<file path="config.mk">
export PLATFORM = sky130hd
export DESIGN_NAME = pipeline_sequencer
export DESIGN_NICKNAME = d
export VERILOG_FILES = /design/src/rtl/pipeline_sequencer.sv
export SDC_FILE = /design/constraint.sdc
export NUM_CORES = 1
export LEC_CHECK = 0
export BUFFER_PORTS_ARGS = -buffer_cell sky130_fd_sc_hd__buf_2
export CAP_MARGIN = 20
export CORE_MARGIN = 2
export CORE_UTILIZATION = 55
export CTS_BUF_LIST = sky130_fd_sc_hd__clkbuf_8
export CTS_CLUSTER_DIAMETER = 60
export DETAILED_ROUTE_END_ITERATION = 8
export MAX_ROUTING_LAYER = met4
export PLACE_DENSITY = 0.95
export SLEW_MARGIN = 15
export SYNTH_ARGS = -nofsm -noshare
export SYNTH_HDL_FRONTEND = slang
export SYNTH_SLANG_ARGS = --single-unit
</file>
<file path="constraint.sdc">
create_clock -name clk -period 6.77 [get_ports clk]
set_input_delay 1.354 -clock clk [delete_from_list [all_inputs] [get_ports clk]]
set_output_delay 1.354 -clock clk [all_outputs]
set_load 0.01 [all_outputs]
</file>
<file path="src/rtl/pipeline_sequencer.sv">
// rtl/pipeline_sequencer.sv - prioritised stall/flush/redirect, trap entry and WFI sleep control
module pipeline_sequencer #(
    parameter int unsigned FLUSH_CYCLES = 2
) (
    input  logic        clk,
    input  logic        rst,
    input  logic        mem_stall_i,
    input  logic        load_use_i,
    input  logic        branch_taken_i,
    input  logic        mret_i,
    input  logic        wfi_i,
    input  logic        irq_i,
    input  logic [31:0] id_pc_i,
    output logic        pc_stall_o,
    output logic        if_id_stall_o,
    output logic        id_ex_stall_o,
    output logic        ex_mem_stall_o,
    output logic        mem_wb_stall_o,
    output logic        if_id_flush_o,
    output logic        id_ex_flush_o,
    output logic [1:0]  pc_sel_o,
    output logic        trap_take_o,
    output logic [31:0] epc_o,
    output logic        sleep_o
);

    localparam logic [1:0] FCNT_RESET    = 2'(FLUSH_CYCLES);
    localparam logic [1:0] FCNT_REDIRECT = 2'(FLUSH_CYCLES - 1);

    localparam logic [1:0] PC_SEL_SEQ   = 2'b00;
    localparam logic [1:0] PC_SEL_BR    = 2'b01;
    localparam logic [1:0] PC_SEL_MTVEC = 2'b10;
    localparam logic [1:0] PC_SEL_MEPC  = 2'b11;

    typedef enum logic [1:0] {
        S_RUN,
        S_IRQ_ACK,
        S_TRAP,
        S_SLEEP
    } state_t;

    state_t      state_q, state_d;
    logic [1:0]  fcnt_q, fcnt_d;
    logic [31:0] epc_q, epc_d;

    // Freezing front end while letting ID bubble out: common to irq, wfi, load-use and sleep.
    logic hold_front;

    always_comb begin
        pc_stall_o     = 1'b0;
        if_id_stall_o  = 1'b0;
        id_ex_stall_o  = 1'b0;
        ex_mem_stall_o = 1'b0;
        mem_wb_stall_o = 1'b0;
        if_id_flush_o  = 1'b0;
        id_ex_flush_o  = 1'b0;
        pc_sel_o       = PC_SEL_SEQ;
        trap_take_o    = 1'b0;
        hold_front     = 1'b0;
        state_d        = state_q;
        fcnt_d         = fcnt_q;
        epc_d          = epc_q;

        if (mem_stall_i) begin
            pc_stall_o     = 1'b1;
            if_id_stall_o  = 1'b1;
            id_ex_stall_o  = 1'b1;
            ex_mem_stall_o = 1'b1;
            mem_wb_stall_o = 1'b1;
        end else begin
            case (state_q)
                S_RUN: begin
                    if (fcnt_q != 2'd0) begin
                        // Fetch latency after a redirect: discard whatever IF returns.
                        if_id_flush_o = 1'b1;
                        fcnt_d        = fcnt_q - 2'd1;
                    end else if (branch_taken_i) begin
                        pc_sel_o      = PC_SEL_BR;
                        if_id_flush_o = 1'b1;
                        id_ex_flush_o = 1'b1;
                        fcnt_d        = FCNT_REDIRECT;
                    end else if (irq_i) begin
                        hold_front = 1'b1;
                        epc_d      = id_pc_i;
                        state_d    = S_IRQ_ACK;
                    end else if (mret_i) begin
                        pc_sel_o      = PC_SEL_MEPC;
                        if_id_flush_o = 1'b1;
                        id_ex_flush_o = 1'b1;
                        fcnt_d        = FCNT_REDIRECT;
                    end else if (wfi_i) begin
                        hold_front = 1'b1;
                        epc_d      = id_pc_i + 32'd4;
                        state_d    = S_SLEEP;
                    end else if (load_use_i) begin
                        hold_front = 1'b1;
                    end
                end
                S_IRQ_ACK: begin
                    hold_front = 1'b1;
                    state_d    = S_TRAP;
                end
                S_TRAP: begin
                    trap_take_o   = 1'b1;
                    pc_sel_o      = PC_SEL_MTVEC;
                    if_id_flush_o = 1'b1;
                    id_ex_flush_o = 1'b1;
                    fcnt_d        = FCNT_REDIRECT;
                    state_d       = S_RUN;
                end
                S_SLEEP: begin
                    hold_front = 1'b1;
                    if (irq_i) begin
                        state_d = S_TRAP;
                    end
                end
                default: begin
                    state_d = S_RUN;
                end
            endcase

            if (hold_front) begin
                pc_stall_o    = 1'b1;
                if_id_stall_o = 1'b1;
                id_ex_flush_o = 1'b1;
            end
        end
    end

    always_ff @(posedge clk or posedge rst) begin
        if (rst) begin
            state_q <= S_RUN;
            fcnt_q  <= FCNT_RESET;
            epc_q   <= 32'd0;
        end else begin
            state_q <= state_d;
            fcnt_q  <= fcnt_d;
            epc_q   <= epc_d;
        end
    end

    assign epc_o   = epc_q;
    assign sleep_o = (state_q == S_SLEEP);

endmodule

</file>
* Yosys cells after proc, flatten, opt, wreduce, memory -nomap -nowiden
Cells that the tools add are included.
** Storage, ports and cells
- Bits in registers :: 36
** Cells by class
- Add/subtract/negate cells :: 2
- Equality and inequality tests :: 11
- Mux-type cells :: 44
- Bitwise operators :: 3
- Reduce and logical (&&, ||, !) cells :: 8
** Operator list (count)
- $mux W32 :: 3
- $add A32 B3 Y32 const B :: 1
- $mux W2 :: 15
- $mux W1 :: 20
- $reduce_and A6 Y1 :: 2
- $ne A4 B4 Y1 const B :: 2
- $pmux W2 S2 :: 2
- $pmux W2 S4 :: 1
- $ne A2 B2 Y1 const B :: 3
- $ne A3 B3 Y1 const B :: 2
- $pmux W1 S2 :: 3
- $reduce_bool A2 Y1 :: 3
- $eq A2 B2 Y1 const B :: 2
- $reduce_and A4 Y1 :: 1
- $not A1 Y1 :: 3
- $eq A2 B1 Y1 const B :: 1
- $logic_not A2 Y1 :: 1
- $ne A2 B1 Y1 const B :: 1
- $reduce_or A2 Y1 :: 1
- $sub A2 B1 Y2 const B :: 1

* Depth between registers and ports, before layout
Gate-level depths: netlist (run 1).
- Word-level depth :: 10
- Depth in mapped cells :: 7
- Depth with buffers taken out :: 5

* Worst setup path before layout (run 1)
OpenSTA, ideal clock, no wires.
- Path type :: input -> output
- Start point :: input port irq_i
- End point :: output port pc_stall_o
- Arrival time :: 2763 ps
- Required time :: 5416 ps
- Setup slack :: 2653 ps
- Cell stages on the path :: 7
- Path buffers :: 3
- Path through :: buf_6 > and2b_2 > nor3_1 > clkbuf_1 > o31ai_1 > nand2_1 > buf_4
** Between the ends
- Cells in the longest elaborated chain, start to end :: 7
** Ends and longest elaborated chain
- start, declared :: RTL line 12 : input logic irq_i,
- $mux W1 :: RTL line 82 : end else if (irq_i) begin
- $mux W1 :: RTL line 77 : end else if (branch_taken_i) begin
- $mux W1 :: RTL line 73 : if (fcnt_q != 2'd0) begin
- $pmux W1 S2 :: RTL line 71 : case (state_q)
- $mux W1 :: RTL line 64 : if (mem_stall_i) begin
- $mux W1 (2 in a row)
- end, declared :: RTL line 14 : output logic pc_stall_o,
No other way between the ends. The select of a mux whose other input is x is not followed.

* Final worst setup path (run 1)
- Start point :: input port irq_i
- End point :: output port id_ex_flush_o
** Between the ends
- Cells in the longest elaborated chain, start to end :: 7
- Elaborated cells between the ends (all ways) :: 11
- Classes of those cells :: mux: 11
** Ends and longest elaborated chain
- $mux W1 :: RTL line 82
- $mux W1 :: RTL line 77
- $mux W1 :: RTL line 73
- $pmux W1 S2 :: RTL line 71
- $mux W1 :: RTL line 64
- $mux W1 * :: RTL line 122 : if (hold_front) begin
- $mux W1 * :: RTL line 64
- end, declared :: RTL line 20 : output logic id_ex_flush_o,
Every way passes the cells marked *; elsewhere a longest branch is shown, timed or not. The select of a mux whose other input is x is not followed.

==> results.md, run 1 <==
- DRT iter0 DRCs: 140
- Leak: 1.14 nW
- Critical path's largest stage delay: 360 ps
- Hold Path Class: reg2reg
- Routed length on met3: 522 um
- TritonRoute pass-1 iters: 5
- Top-Level Pins: 83
- Via count: 2244
- Maximum vdd drop: 160 uV
- Net Sw Frac: 38.2%
- DRC: 0
- Ys Warns: 0
- Fmax: 239 MHz
- Worst EP required: 5420 ps
- Crit path arrival time: 2830 ps
- Core area: 3720 um^2
- Clock power share: 17.6%
- Non-filler cells, final: 366
- Synth-to-Final Area Change: 21.9%
- Final setup margin: 2580 ps
- Largest net degree at the start of global routing: 37
- Port Buffers: 82
- Critical path's slowest cell: buf_4
- Die area: 4450 um^2
- Clock Tree Root: clkbuf_8
- Crit end category: primary output
- Cells after Synth: 248
- Core Util, Final: 71.0%
- Setup CP Type: in2out
- Seq pwr share: 42.1%
- Fraction of layout cells with a size suffix above 1: 32.1%
- Comb pwr share: 40.3%
- Starting Density: 58.2%
- DPL Wire Length: 3920 um
- # setup viols final: 0
- Met2 WL: 2660 um
- Ant diodes: 0
- Mapped Nets: 289
- Max-slew violation count: 0
- Dpl ws: 2620 ps
- Skew final: 6.91 ps
- CTS buffer count: 5
- CTS sink cnt: 36
- Hold-fix buffers, CTS: 0
- Final instance area: 2640 um^2
- Pwr per Cell Area: 340 nW/um^2
- Post-layout total power: 0.896 mW
- Yosys cell types: 34
- GRT Total Usage: 27.8%
- CP most frequent cell: buf_2
- Max_slew headroom: 30.8%
- Tmin final: 4190 ps
- Clock Latency Late Sink: 290 ps
- CTS tree: built
- Number of global-route vias before repair: 2076
- P_sw: 0.342 mW
- Via density: 6.13
- DIE HEIGHT: 66.7 um
- Final Hold Viols: 0
- GP Congestion: 0.895
- Worst Hold Slack: 481 ps
- Post-CTS sizing: 0
- H-tree Lvls: 2
- RSZ-0062 raised after global routing: false
- Routed wire per std cell: 15.1 um
- Wire length of the first global-routing pass: 9090 um
- Uppermost layer routed: met4
- Final #Nets: 358
- Status: finished clean
- Rows: 22
- Worst-Margin Slew: 1040 ps
- Final period utilization: 61.8%
- Seq/Total Area, Yosys: 41.7%
- Grt total ovfl: 0
- TNS Setup: 0 ps
- Wirelength, routed: 5530 um
- Max_cap viols: 0
- Startpoint types: input port
- Critical path cell sequence: buf_2 -> and2b_2 -> nor3_2 -> buf_4 -> o31ai_1 -> a31oi_1 -> buf_2
- Post CTS Setup Buffer Count: 0
- Initial antenna violation count: 0
- DIE WIDTH: 66.7 um
- Yosys reg bits: 36
- Bufs on Longest Clock Path: 2
- Post-Syn Area per Cell: 8.72 um^2
- CP Max Fanout: 33
- Post-route antenna net violation count: 0
- Met1 WL: 2260 um
- Internal power: 0.554 mW
- Placement Cell Area: 2540 um^2
- Cell Area, Synth: 2160 um^2
- Placed Instances: 358
- Clk slew on worst S/H paths: 70 ps
[placed cells by master, fill, tap and decap left out, types with 2 or more instances in the layout]
cell type and n:
a21oi_1 41, a31oi_1 21, and2b_2 2, and3_1 5, buf_2 82, buf_4 2
clkbuf_8 6, clkinv_2 2, dfrtp_1 35, inv_1 8, mux2_2 3, nand2_1 16
nand3_1 9, nand4_1 4, nor2_1 7, nor3_1 4, nor4_1 2, o21a_1 2
o21ai_0 9, o31ai_1 12, or3_1 9, or4_1 14, xnor2_1 10
[metal layers]
layer / vias to the layer above / track usage [%]
met5: - / -
met4: 0 / 11.0
met3: 10 / 6.42
met2: 128 / 46.0
met1: 1049 / 32.9
li1: 1057 / -
[power by group through the flow]
stage	Combinational [mW]	Sequential, mW	Clock [mW]
2_1_floorplan	0.162	0.418	0
3_3_place_gp	0.352	0.376	0
3_5_place_dp	0.362	0.378	0
4_1_cts	0.364	0.376	0.159
5_1_grt	0.406	0.389	0.170
6_report	0.361	0.377	0.157
[area by class of cell]
cell class,count,area (um^2)
clock buffers,6,82.6
clock inverters,2,10.0
fillers,283,1080
inverters,8,30.0
multi-input cells,182,1130
flip-flops and latches,36,902
well taps,48,60.1
repair buffers,84,425
[worst paths after layout]
kind | start | end | slack (ps) | depth (start not counted)
setup / recovery | irq_i | id_ex_flush_o | 2580 | 7
setup reg to reg | state_q[0] | epc_o[2] | 3970 | 4
hold / removal | fcnt_q[1] | fcnt_q[1] | 480 | 1
hold reg to reg | fcnt_q[1] | fcnt_q[1] | 480 | 1
max in group asynchronous | rst | fcnt_q[1] | 5280 | 3
min in group asynchronous | rst | state_q[1] | 1150 | 3
[critical path, delay by kind of cell]
kind / cells / cell delay (ps)
AND/OR/NAND/NOR: 2 / 430
AO/OA/AOI/OAI: 2 / 340
buffers and inverters: 3 / 700
[cells in the mapped netlist]
| cell type | instances | area share (%) |
|---|---|---|
| and2_1 | 2 | 0.58 |
| o21a_1 | 2 | 0.69 |
| nand3_1 | 9 | 2.1 |
| nor4_1 | 2 | 0.58 |
| ha_1 | 1 | 0.58 |
| o21ai_0 | 9 | 2.1 |
| nor3_1 | 5 | 1.2 |
| a21oi_1 | 41 | 9.5 |
| xnor2_1 | 10 | 4.0 |
| mux2_2 | 3 | 1.6 |
| clkbuf_1 | 13 | 2.3 |
| a31oi_1 | 21 | 6.1 |
| or4_1 | 14 | 4.9 |
| buf_6 | 1 | 0.52 |
| nand4_1 | 4 | 1.2 |
| nand4b_1 | 1 | 0.40 |
| and2b_2 | 2 | 0.81 |
| nand2b_1 | 1 | 0.29 |
| buf_4 | 4 | 1.4 |
| and4b_2 | 1 | 0.52 |
| o21bai_1 | 1 | 0.35 |
| a21boi_0 | 1 | 0.35 |
| dfrtp_1 | 35 | 40 |
| mux2i_1 | 1 | 0.46 |
| buf_2 | 4 | 0.93 |
| o31ai_1 | 12 | 4.2 |
| nor2_1 | 7 | 1.2 |
| xor2_1 | 1 | 0.40 |
| inv_1 | 8 | 1.4 |
| nand2_1 | 16 | 2.8 |
| nand4b_4 | 1 | 1.1 |
| dfstp_2 | 1 | 1.2 |
| or3_1 | 9 | 2.6 |
| and3_1 | 5 | 1.4 |
[sequential cells by signal (all words and copies together) (netlist names)]
register	flops
epc_o	32
fcnt_q	2
state_q	2
[cells by family after synthesis]
kind of cell	count (synthesis)	share of synthesized area, %
AO/OA/AOI/OAI	87	23.2
multiplexers	4	2.02
adder cells (fa/ha/maj)	1	0.578
flip-flops	36	41.7
AND/OR/NAND/NOR	79	21.6
buffers and inverters	30	6.48
XOR/XNOR	11	4.45
Note: power is estimated with default switching activity, not from simulation.
==> run 2, diff against run 1 <==
--- a/config.mk
+++ b/config.mk
@@ -8,12 +8,12 @@
 export BUFFER_PORTS_ARGS = -buffer_cell sky130_fd_sc_hd__buf_2
 export CAP_MARGIN = 20
 export CORE_MARGIN = 2
-export CORE_UTILIZATION = 55
+export CORE_UTILIZATION = 51
 export CTS_BUF_LIST = sky130_fd_sc_hd__clkbuf_8
 export CTS_CLUSTER_DIAMETER = 60
 export DETAILED_ROUTE_END_ITERATION = 8
 export MAX_ROUTING_LAYER = met4
-export PLACE_DENSITY = 0.95
+export PLACE_DENSITY = 0.94
 export SLEW_MARGIN = 15
 export SYNTH_ARGS = -nofsm -noshare
 export SYNTH_HDL_FRONTEND = slang
==> constraint.sdc (replaced) <==
create_clock -name clk -period 4.3 [get_ports clk]
set_input_delay 0.86 -clock clk [delete_from_list [all_inputs] [get_ports clk]]
set_output_delay 0.86 -clock clk [all_outputs]
set_load 0.01 [all_outputs]
==> results.md, run 2 (synthesis results as in run 1) <==
- Internal power: 1.04 mW (was 0.554 mW)
- DRT iter0 DRCs: 243 (was 140)
- RSZ-0062 raised after global routing: false (unchanged)
- Crit end category: primary output (unchanged)
- Reg2reg end: epc_o[19] (was epc_o[2])
- Top-Level Pins: 83 (unchanged)
- Worst EP required: 3440 ps (was 5420 ps)
- Final period utilization: 73.8%
- Die area: 4780 um^2 (was 4450 um^2)
- Pwr per Cell Area: 584 nW/um^2 (was 340 nW/um^2)
- Dpl ws: 1130 ps (was 2620 ps)
- Max_cap viols: 0 (unchanged)
- Final Hold Viols: 0 (unchanged)
- Final setup margin: 1130 ps (was 2580 ps)
- Core area: 4030 um^2 (was 3720 um^2)
- Crit path arrival time: 2310 ps (was 2830 ps)
- GRT Total Usage: 25.8% (was 27.8%)
- DRC: 0 (unchanged)
- Critical path cell sequence: buf_2 -> and2b_2 -> nor3_2 -> buf_4 -> o31ai_1 -> a31oi_1 -> buf_2 (unchanged)
- Rows: 23 (was 22)
- Hold path startpoint: fcnt_q[1] (unchanged)
- Max reg flops: 32 (unchanged)
- Fraction of layout cells with a size suffix above 1: 32.2% (was 32.1%)
- Via density: 6.11 (was 6.13)
- Post-route antenna net violation count: 0 (unchanged)
- Fmax: 315 MHz
- R2R cell count: 6 (was 4)
- CP Max Fanout: 33 (unchanged)
- Net Sw Frac: 34.8% (was 38.2%)
- Core Util, Final: 67.5% (was 71.0%)
- Leak: 1.18 nW (was 1.14 nW)
- GP Congestion: 0.854 (was 0.895)
- Ant diodes: 0 (unchanged)
- Leading cell type in the layout, fill and taps excluded: buf_2 (unchanged)
- CP Launch Point: irq_i (unchanged)
- Bufs on Longest Clock Path: 2 (unchanged)
- Hold-fix buffers, CTS: 0 (unchanged)
- TNS Setup: 0 ps (unchanged)
- Skew final: 9.19 ps (was 6.91 ps)
- Crit path to: id_ex_flush_o (unchanged)
- Worst-Margin Slew: 706 ps (was 1040 ps)
- Status: finished clean (unchanged)
- TritonRoute pass-1 iters: 5 (unchanged)
- Clock power share: 26.4% (was 17.6%)
- Clock Latency Late Sink: 300 ps (was 290 ps)
- Reg2Reg Launch Point: fcnt_q[0] (was state_q[0])
- H-tree Lvls: 2 (unchanged)
- DPL Wire Length: 4260 um (was 3920 um)
- Port Buffers: 82 (unchanged)
- Max-slew violation count: 0 (unchanged)
- DIE HEIGHT: 69.1 um (was 66.7 um)
- Comb pwr share: 36.0% (was 40.3%)
- Clk slew on worst S/H paths: 80 ps (was 70 ps)
- Wire length of the first global-routing pass: 9620 um (was 9090 um)
- Seq pwr share: 37.6% (was 42.1%)
- Wirelength, routed: 5950 um (was 5530 um)
- Via count: 2261 (was 2244)
- Synth-to-Final Area Change: 25.7% (was 21.9%)
- Final instance area: 2720 um^2 (was 2640 um^2)
- Hold Path Class: reg2reg (unchanged)
- Starting Density: 53.7% (was 58.2%)
- Clock Tree Root: clkbuf_8 (unchanged)
- CTS tree: built (unchanged)
- Largest net degree at the start of global routing: 34 (was 37)
- Initial antenna violation count: 0 (unchanged)
- Post-CTS sizing: 0 (unchanged)
- P_sw: 0.552 mW (was 0.342 mW)
- Routed wire per std cell: 16.1 um (was 15.1 um)
- Setup CP Type: in2out (unchanged)
- Max_slew headroom: 52.9% (was 30.8%)
- Critical path's largest stage delay: 350 ps (was 360 ps)
- Maximum vdd drop: 334 uV (was 160 uV)
- Flop-to-flop setup slack: 1790 ps (was 3970 ps)
- Critical path's slowest cell: buf_4 (unchanged)
- Tmin final: 3170 ps
- Placement Cell Area: 2560 um^2 (was 2540 um^2)
- CTS buffer count: 5 (unchanged)
- Most frequent cells in the layout: buf_2 (82), a21oi_1 (41), dfrtp_1 (35) (unchanged)
- Grt total ovfl: 0 (unchanged)
- Final #Nets: 360 (was 358)
- DIE WIDTH: 69.1 um (was 66.7 um)
- Startpoint types: input port (unchanged)
- Number of global-route vias before repair: 2052 (was 2076)
- CP most frequent cell: buf_2 (unchanged)
- Post CTS Setup Buffer Count: 0 (unchanged)
- Worst Hold Slack: 496 ps (was 481 ps)
- CTS sink cnt: 36 (unchanged)
- # setup viols final: 0 (unchanged)
-- run 2: cell count changes in the layout (fill, tap and decap cells not counted) --
| cell | change |
|---|---|
| and2_2 | -1 |
| clkinv_2 | -2 |
| bufinv_16 | +3 |
| buf_4 | +2 |
| and2_1 | +1 |
| clkbuf_8 | -1 |
-- run 2: how the worst min path moves through the flow --
stage | slack, ps | end | depth (start not counted)
3_3_place_gp | 470 | fcnt_q[1] | 1
3_5_place_dp | 490 | fcnt_q[1] | 1
5_1_grt | 510 | fcnt_q[1] | 1
6_report | 500 | fcnt_q[1] | 1
2_1_floorplan | 460 | fcnt_q[1] | 1
4_1_cts | 500 | fcnt_q[1] | 1
-- run 2: through the flow --
stage	cells	power, mW
after floorplan	248	0.914
after global placement	362	1.15
after detailed placement	362	1.17
after CTS	370	1.60
after global routing	370	1.68
final	370	1.59
-- run 2: final cells by class --
type	count	area (um^2)
inverters	8	30.0
repair buffers	86	440
flip-flops and latches	36	902
well taps	50	62.6
fillers	327	1310
multi-input cells	182	1130
clock buffers	5	68.8
clock inverters	3	90.1
-- run 2: metal layers --
metal	share of wire, %	up-vias	track usage (%)
met5	0	-	-
li1	-	1074	-
met3	8.6	12	4.39
met1	41	1061	34.3
met4	2.5	0	11.1
met2	48	114	39.0
-- run 2: power groups by stage --
| stage | combinational, mW | sequential, mW | clock (mW) |
|---|---|---|---|
| after floorplan | 0.256 | 0.659 | 0 |
| after global placement | 0.553 | 0.596 | 0 |
| after detailed placement | 0.575 | 0.599 | 0 |
| after CTS | 0.576 | 0.597 | 0.423 |
| after global routing | 0.631 | 0.614 | 0.438 |
| final | 0.572 | 0.598 | 0.419 |
-- run 2: worst max-delay path, delay by kind of cell --
family                 cells  cell delay, ps
AND/OR/NAND/NOR            2             410
buffers and inverters      3             700
AO/OA/AOI/OAI              2             330
==> run 3, diff against run 2 <==
--- a/config.mk
+++ b/config.mk
@@ -8,12 +8,12 @@
 export BUFFER_PORTS_ARGS = -buffer_cell sky130_fd_sc_hd__buf_2
 export CAP_MARGIN = 20
 export CORE_MARGIN = 2
-export CORE_UTILIZATION = 51
+export CORE_UTILIZATION = 46
 export CTS_BUF_LIST = sky130_fd_sc_hd__clkbuf_8
 export CTS_CLUSTER_DIAMETER = 60
 export DETAILED_ROUTE_END_ITERATION = 8
 export MAX_ROUTING_LAYER = met4
-export PLACE_DENSITY = 0.94
+export PLACE_DENSITY = 0.9
 export SLEW_MARGIN = 15
 export SYNTH_ARGS = -nofsm -noshare
 export SYNTH_HDL_FRONTEND = slang
==> constraint.sdc (replaced) <==
create_clock -name clk -period 2.7 [get_ports clk]
set_input_delay 0.54 -clock clk [delete_from_list [all_inputs] [get_ports clk]]
set_output_delay 0.54 -clock clk [all_outputs]
set_load 0.01 [all_outputs]
==> results.md, run 3 (synthesis results as in run 1) <==
- Crit path arrival time: 1840 ps (was 2310 ps)
- Buf/Inv on CP: 2 (was 3)
- Post CTS Setup Buffer Count: 0 (unchanged)
- Hold Path Class: in2async (was reg2reg)
- Bufs on Longest Clock Path: 2 (unchanged)
- Initial antenna violation count: 0 (unchanged)
- Skew final: 7.70 ps (was 9.19 ps)
- Crit path max-delay family: simple AND/OR/NAND/NOR gates (was buffers and inverters)
- Max reg flops: 32 (unchanged)
- Post-route antenna net violation count: 0 (unchanged)
- Leading cell type in the layout, fill and taps excluded: buf_2 (unchanged)
- Critical path's slowest cell: dfrtp_1 (was buf_4)
- Clock Tree Root: clkbuf_8 (unchanged)
- # setup viols final: 0 (unchanged)
- TritonRoute pass-1 iters: 4 (was 5)
- P_sw: 0.865 mW (was 0.552 mW)
- Final period utilization: 88.1%
- Setup CP Type: reg2out (was in2out)
- Largest net degree at the start of global routing: 37 (was 34)
- Max_cap viols: 0 (unchanged)
- GP Congestion: 0.879 (was 0.854)
- DIE HEIGHT: 72.6 um (was 69.1 um)
- Worst-Margin Slew: 468 ps (was 706 ps)
- Startpoint types: register (was input port)
- TNS Setup: 0 ps (unchanged)
- Internal power: 1.47 mW (was 1.04 mW)
- Rows: 24 (was 23)
- Critical path's largest stage delay: 450 ps (was 350 ps)
- Wire length of the first global-routing pass: 9290 um (was 9620 um)
- Routed wire per std cell: 15.4 um (was 16.1 um)
- Hold-fix buffers, CTS: 0 (unchanged)
- Max-slew violation count: 0 (unchanged)
- Top-Level Pins: 83 (unchanged)
- CTS buffer count: 5 (unchanged)
- Starting Density: 48.7% (was 53.7%)
- Post-CTS sizing: 0 (unchanged)
- DRC: 0 (unchanged)
- Crit end category: primary output (unchanged)
- Seq pwr share: 40.1% (was 37.6%)
- Clock power share: 20.1% (was 26.4%)
- Number of global-route vias before repair: 2042 (was 2052)
- Grt total ovfl: 0 (unchanged)
- Most frequent cells in the layout: buf_2 (82), a21oi_1 (41), dfrtp_1 (35) (unchanged)
- Via count: 2212 (was 2261)
- Worst Hold Slack: 330 ps (was 496 ps)
- DRT iter0 DRCs: 126 (was 243)
- Fraction of layout cells with a size suffix above 1: 32.9% (was 32.2%)
- Final setup margin: 320 ps (was 1130 ps)
- Final #Nets: 365 (was 360)
- Leak: 1.18 nW (about the same)
- Critical path cell sequence: or3_1 -> nor3_2 -> buf_4 -> nor3_1 -> buf_2 (was buf_2 -> and2b_2 -> nor3_2 -> buf_4 -> o31ai_1 -> a31oi_1 -> buf_2)
- Clk slew on worst S/H paths: 70 ps (was 80 ps)
- H-tree Lvls: 2 (unchanged)
- Via density: 5.87 (was 6.11)
- Net Sw Frac: 37.1% (was 34.8%)
- RSZ-0062 raised after global routing: false (unchanged)
- Fmax: 420 MHz
- Wirelength, routed: 5800 um (was 5950 um)
- Port Buffers: 82 (unchanged)
- CP Max Fanout: 13 (was 33)
- Status: finished clean (unchanged)
- Comb pwr share: 39.9% (was 36.0%)
- DIE WIDTH: 72.6 um (was 69.1 um)
- Final Hold Viols: 0 (unchanged)
- Ant diodes: 0 (unchanged)
- Die area: 5270 um^2 (was 4780 um^2)
- Dpl ws: 206 ps (was 1130 ps)
- Max_slew headroom: 68.8% (was 52.9%)
- Worst EP required: 2160 ps (was 3440 ps)
- Tmin final: 2380 ps
- Maximum vdd drop: 426 uV (was 334 uV)
- CTS tree: built (unchanged)
- DPL Wire Length: 4260 um (about the same)
- Core area: 4440 um^2 (was 4030 um^2)
- Clock Latency Late Sink: 300 ps (about the same)
- Pwr per Cell Area: 861 nW/um^2 (was 584 nW/um^2)
- Fillers: 413 (was 327)
- GRT Total Usage: 23.2% (was 25.8%)
- Synth-to-Final Area Change: 25.2% (was 25.7%)
- CTS sink cnt: 36 (unchanged)
run 3: cell count changes in the layout (fill, tap and decap cells not counted):
cell,previous run,this run
buf_4,4,9
bufinv_16,3,1
clkinv_2,0,1
inv_1,8,9
run 3: final cells by class:
type                       count  area (um^2)  area share [%]
clock buffer                   5         68.8            2.54
clock inverter                 3         38.8            1.43
inverter                       8         30.0            1.11
multi-input combinational    182         1130            41.6
sequential                    36          902            33.3
tap                           52         65.1            2.40
timing repair buffer          91          478            17.6
run 3: metrics by stage:
step	utilization [%]	instances	total power, mW	cell area [um^2]
3_5_place_dp	58.5	369	1.88	2600
3_3_place_gp	58.5	369	1.85	2600
4_1_cts	61.0	377	2.35	2710
5_1_grt	61.0	377	2.50	2710
6_report	61.0	377	2.33	2710
2_1_floorplan	-	248	1.46	2160
run 3: metal layers:
layer  share of wire (%)  track usage (%)  routed length (um)  vias to the layer above
met5                   0                -                   0                        -
met4                 1.3             7.61                  74                        0
met3                 7.3             6.08                 421                        8
met2                  46             35.9                2680                       78
met1                  45             29.8                2620                     1057
li1                    -                -                   -                     1069
run 3: power by group through the flow:
stage	Sequential, mW	Clock, mW	Combinational [mW]
after floorplan	1.05	0	0.407
after global placement	0.935	0	0.912
after detailed placement	0.940	0	0.937
after CTS	0.932	0.475	0.939
after global routing	0.964	0.500	1.04
final	0.934	0.468	0.930
run 3: worst paths after layout:
check | startpoint | to | slack, ps | cells after the start
setup / recovery | state_q[1] | if_id_flush_o | 320 | 5
hold / removal | rst | state_q[1] | 330 | 3
setup reg to reg | state_q[1] | epc_o[23] | 660 | 5
hold reg to reg | fcnt_q[1] | fcnt_q[1] | 490 | 1
max in group asynchronous | rst | fcnt_q[1] | 2000 | 3
min in group clk | id_pc_i[0] | epc_o[0] | 480 | 2
run 3: worst register-to-register path, delay by kind of cell, from the launching register on:
family / cells / cell delay, ps
simple gates: 3 / 1040
flops: 1 / 450
buf+inv: 1 / 300
compound gates: 1 / 120
